### config.mk
export PLATFORM = sky130hd
export DESIGN_NAME = alu_operand_stage
export DESIGN_NICKNAME = d
export VERILOG_FILES = /design/src/rtl/alu_operand_stage.sv
export SDC_FILE = /design/constraint.sdc
export NUM_CORES = 2
export LEC_CHECK = 0
export ABC_AREA = 1
export CAP_MARGIN = 10
export CELL_PAD_IN_SITES_DETAIL_PLACEMENT = 1
export CELL_PAD_IN_SITES_GLOBAL_PLACEMENT = 2
export CORE_ASPECT_RATIO = 0.7
export CORE_MARGIN = 10
export CORE_UTILIZATION = 24
export DETAILED_ROUTE_END_ITERATION = 16
export HOLD_SLACK_MARGIN = 0.12
export PLACE_DENSITY_LB_ADDON = 0.1
export SLEW_MARGIN = 15
export SYNTH_ARGS = -nofsm -noshare
export SYNTH_HDL_FRONTEND = slang
export SYNTH_SLANG_ARGS = --single-unit
export TNS_END_PERCENT = 1
### constraint.sdc
create_clock -name clk -period 2.14 [get_ports clk]
set_input_delay 0.428 -clock clk [delete_from_list [all_inputs] [get_ports clk]]
set_output_delay 0.428 -clock clk [all_outputs]
set_load 0.005 [all_outputs]
### src/rtl/alu_operand_stage.sv
`default_nettype none
// ============================================================================
// Module   : alu_operand_stage
// Purpose  : Register file plus operand register feeding a combinational ALU.
//            Reads both sources, forwards the in-flight result, registers the
//            operands, and writes the ALU result back one cycle later.
//            A host preload port and a debug peek port give access to the file.
// Revision : 1.0  initial release
// ============================================================================
module alu_operand_stage #(
  parameter int DATA_W = 32,
  parameter int ADDR_W = 5
) (
  input  logic              clk,
  input  logic              rst_n,
  // issue side
  input  logic              in_valid,
  output logic              in_ready,
  input  logic [ADDR_W-1:0] in_ra1,
  input  logic [ADDR_W-1:0] in_ra2,
  input  logic [ADDR_W-1:0] in_wa,
  input  logic              stall,
  // operands towards the ALU and its result
  output logic [DATA_W-1:0] rs1,
  output logic [DATA_W-1:0] rs2,
  output logic              op_valid,
  input  logic [DATA_W-1:0] alu_rd,
  // writeback happening at the coming edge
  output logic              wb_valid,
  output logic [ADDR_W-1:0] wb_addr,
  output logic [DATA_W-1:0] wb_data,
  // host preload
  input  logic              ld_en,
  input  logic [ADDR_W-1:0] ld_addr,
  input  logic [DATA_W-1:0] ld_data,
  // debug peek (raw file contents, never forwarded)
  input  logic [ADDR_W-1:0] dbg_addr,
  output logic [DATA_W-1:0] dbg_data
);

  localparam int NUM_REGS = 2 ** ADDR_W;

  logic [DATA_W-1:0] r_regs [NUM_REGS];
  logic [DATA_W-1:0] r_rs1;
  logic [DATA_W-1:0] r_rs2;
  logic [ADDR_W-1:0] r_wa_q;
  logic              r_op_valid;

  logic              w_wb_valid;
  logic              w_accept;
  logic              w_ld_write;
  logic [DATA_W-1:0] w_src1;
  logic [DATA_W-1:0] w_src2;

  // A held stage neither accepts nor retires; destination 0 never retires.
  assign in_ready   = !stall;
  assign w_accept   = in_valid && !stall;
  assign w_wb_valid = r_op_valid && !stall && (r_wa_q != '0);
  // The writeback owns the write port when both target the same register.
  assign w_ld_write = ld_en && (ld_addr != '0) &&
                      !(w_wb_valid && (ld_addr == r_wa_q));

  assign rs1      = r_rs1;
  assign rs2      = r_rs2;
  assign op_valid = r_op_valid;
  assign wb_valid = w_wb_valid;
  assign wb_addr  = r_wa_q;
  assign wb_data  = alu_rd;
  assign dbg_data = (dbg_addr == '0) ? '0 : r_regs[dbg_addr];

  // Source reads: the retiring result bypasses the file; r0 is hardwired zero.
  always_comb begin
    w_src1 = r_regs[in_ra1];
    w_src2 = r_regs[in_ra2];
    if (w_wb_valid && (in_ra1 == r_wa_q)) begin
      w_src1 = alu_rd;
    end else if (in_ra1 == '0) begin
      w_src1 = '0;
    end
    if (w_wb_valid && (in_ra2 == r_wa_q)) begin
      w_src2 = alu_rd;
    end else if (in_ra2 == '0) begin
      w_src2 = '0;
    end
  end

  // Operand register: load on accept, hold under stall, drain when idle.
  always_ff @(posedge clk or negedge rst_n) begin
    if (!rst_n) begin
      r_rs1      <= '0;
      r_rs2      <= '0;
      r_wa_q     <= '0;
      r_op_valid <= 1'b0;
    end else if (!stall) begin
      if (w_accept) begin
        r_rs1      <= w_src1;
        r_rs2      <= w_src2;
        r_wa_q     <= in_wa;
        r_op_valid <= 1'b1;
      end else begin
        r_op_valid <= 1'b0;
      end
    end
  end

  // Register file: writeback and preload may land on different registers together.
  always_ff @(posedge clk or negedge rst_n) begin
    if (!rst_n) begin
      for (int i = 0; i < NUM_REGS; i++) begin
        r_regs[i] <= '0;
      end
    end else begin
      if (w_ld_write) begin
        r_regs[ld_addr] <= ld_data;
      end
      if (w_wb_valid) begin
        r_regs[r_wa_q] <= alu_rd;
      end
    end
  end

endmodule
`default_nettype wire

==> flow_summary_export.csv <==
group,metric,value,unit
worst_setup_path,crit_buf_inv,3,
floorplan,core_region_area,0.359,mm²
worst_hold_path,min_path_type,"in -> reg",
global_route,grt_max_degree,74,
clocking,clkLatencyLatePin,0.90,ns
clocking,ctsHtreeMaxLevel,4,
yosys,synth_cell_types,25,
floorplan,die_width,738,µm
drt,final_antenna_net_count,0,
global_route,antenna_found_initial,73,
layout,fin_area,0.124,mm²
floorplan,die_area,0.386,mm²
yosys,ys_seq_elements,1094,
clocking,clk_path_buf_depth,4,
job,cap_violations,0,
placement,gp_congestion,0.969,
layout,fin_nets,16700,
yosys,yosysWarnings,0,
placement,port_buffers,229,
timing,hold_violations,0,
clocking,cts_root_buffer,"clkbuf_16",
timing,min_period_over_period,140,%
layout,multi_input_area,0.0506,mm²
timing,relSlewSlack,20.5,%
timing,tightest_slew,1.19,ns
placement,pre_cts_ws,-2.19,ns
drt,vias,119000,
yosys,synth_area,0.0866,mm²
power,p_leak,62.4,nW
yosys,ys_seq_area_share,31.6,%
power,ir_drop,0.663,mV
global_route,grt_first_pass_wirelength,970,mm
run_status,violations,"negative setup slack",
layout,drive_gt1_share,20.6,%
power,fin_total_pwr,112,mW
worst_setup_path,critPathArrivalTime,2.56,ns
floorplan,fp.dieH,523,µm
yosys,avgSynthCellArea,5.84,µm²
worst_setup_path,critPathTopFamily,"simple AND/OR/NAND/NOR gates",
run_status,outcome,"finished with violations",
placement,post-dp-hpwl,513,mm
timing,min_period,2.99,ns
floorplan,ioPinCount,230,
timing,maxSlewViolCount,0,
worst_setup_path,required,1.71,ns
layout,fillers,45300,
floorplan,start_util,24.1,%
worst_setup_path,path_max_fanout,2,
drt,dr.first_iter.drc_count,14900,
global_route,gr-total-overflow,0,
drt,drtPass1Iterations,8,
worst_setup_path,start_kind,"flop",
power,powerDensity,909,mW/mm²
timing,max_freq,0.334,GHz
timing,tns,-214.82,ns
timing,finalSetupViolCount,1109,
timing,rsz0062_at_grt,"yes",
yosys,syn_nets,14900,
yosys,synthFlopType,"dfrtp_1",
clocking,cts_tree,"built",
drt,route.detailed.drc,0,
layout,layout_common_cells,"5833 x nand2_1, 2071 x buf_4, 1955 x nand3_1, 1153 x inv_1, 1085 x dfrtp_1",
worst_setup_path,slowest_delay,0.37,ns
yosys,syn_inst,14800,
timing,fin_ws,-0.851,ns
layout,areaGrowthSynthToFinish,42.8,%
placement,dpl_cell_area,0.116,mm²
layout,layout_commonest_cell,"nand2_1",
worst_setup_path,crit_path_cell_trace,"inv_1 -> a21oi_1 -> o21ai_0 -> nand3_1 -> nand3_1 -> nand2_1 -> nor2_1 -> nor2_4 -> buf_6 -> buf_6",
global_route,grt_usage,35.3,%
global_route,grt_pass1_vias,118000,
timing,fin_skew,0.0340,ns
clocking,clk_pin_slew,0.06,ns
clocking,cts.sinks,1094,
layout,regArea,0.0274,mm²
drt,vias_per_cell,5.55,
clocking,numCtsBuffers,161,
worst_setup_path,end_kind,"primary output",
yosys,synth_edf_count,0,
drt,drt_wl_total,708,mm
yosys,ys_async_sr_fraction,100,%
timing,hold_ws,0.181,ns
drt,routedWlPerCell,33.0,µm
floorplan,num_rows,184,
worst_setup_path,critPathSlowestCell,"dfrtp_1",
worst_setup_path,crit_type,"reg -> out",
## path summary, 6_finish.rpt
| kind | from | endpoint | slack [ns] | depth (start not counted) |
|---|---|---|---|---|
| max in group asynchronous | rst_n | r_regs[1003] | 0.17 | 3 |
| setup reg to reg | r_regs[555] | r_regs[555] | -0.66 | 24 |
| hold reg to reg | r_regs[998] | r_regs[998] | 0.46 | 0 |
| min in group asynchronous | rst_n | r_regs[102] | 0.41 | 3 |
| setup / recovery | r_regs[719] | dbg_data[15] | -0.85 | 10 |
| hold / removal | alu_rd[15] | rs1[15] | 0.18 | 6 |
## through the flow
step	instances	util, %
after floorplan	14800	-
after detailed placement	21100	32.4
after global placement	21100	32.4
after global routing	21400	34.4
final	21400	34.4
after CTS	21400	34.3
## cells in the mapped netlist (15+ instances only)
library cell / n / area share, %
clkinv_1: 15 / 0.065
buf_1: 143 / 0.62
clkbuf_1: 1026 / 4.4
buf_4: 34 / 0.29
nor2_1: 528 / 2.3
o21ai_0: 888 / 5.1
o21ai_1: 203 / 1.2
buf_2: 168 / 0.97
inv_1: 1240 / 5.4
nor2_2: 20 / 0.14
a21oi_1: 811 / 4.7
dfrtp_1: 1094 / 32
o211ai_1: 479 / 4.2
inv_2: 31 / 0.13
nand4_1: 187 / 1.4
nand3_1: 1997 / 12
nand2_1: 5948 / 26
## power by group
group / internal, mW / switching (mW) / total (mW) / leakage [nW]
Clock: 16.0 / 12.3 / 28.2 / 2.52
Sequential: 27.4 / 4.99 / 32.3 / 12.4
Combinational: 22.4 / 29.4 / 51.8 / 47.5
## tightest hold or removal path, cell delays in order
cell	delay, ns
buf_2	0.10
buf_4	0.20
inv_1	0.09
o21ai_0	0.09
inv_1	0.06
a21oi_1	0.05
## layer usage
metal	part of all wire, %	routed length [µm]	up-vias	GRT usage [%]
met3	9.6	68200	1317	7.94
met1	45	320000	60500	50.4
met5	0.013	93	-	0
li1	-	-	51000	-
met2	41	288000	6205	51.1
met4	4.5	32000	14	13.7
## final cells by class
type | count | area share [%]
flip-flops and latches | 1094 | 22.2
inverters | 1286 | 3.98
diodes | 12 | 0.0243
clock buffers | 253 | 3.96
well taps | 4743 | 4.80
repair buffers | 2937 | 24.0
multi-input cells | 11100 | 40.9
clock inverters | 25 | 0.171
## flip-flops by register name (all words and copies together), names as in the netlist
name,cells
op_valid,1
rs1,32
wb_addr,5
rs2,32
r_regs,1024
## cell families (layout without fill, tap and decap cells)
group	Yosys count	count (layout)	synth area share, %
AOI/OAI and AO/OA	2384	2384	15.2
xor gates and xnor gates	8	8	0.0809
buffers and inverters	2659	4501	11.9
DFF	1094	1094	31.6
other	0	12	0
and+or+nand+nor	8688	8688	41.2
## what timing repair did
item,CTS,global route
hold buffers,33,0
cloned,1,0
pin swaps,160,103
endpoints found under the hold margin,1222,0
setup endpoints to repair,1154,1152
resized for setup,577,206
buffers inserted,49,8
No activity file was read; power rests on OpenSTA's default activity.
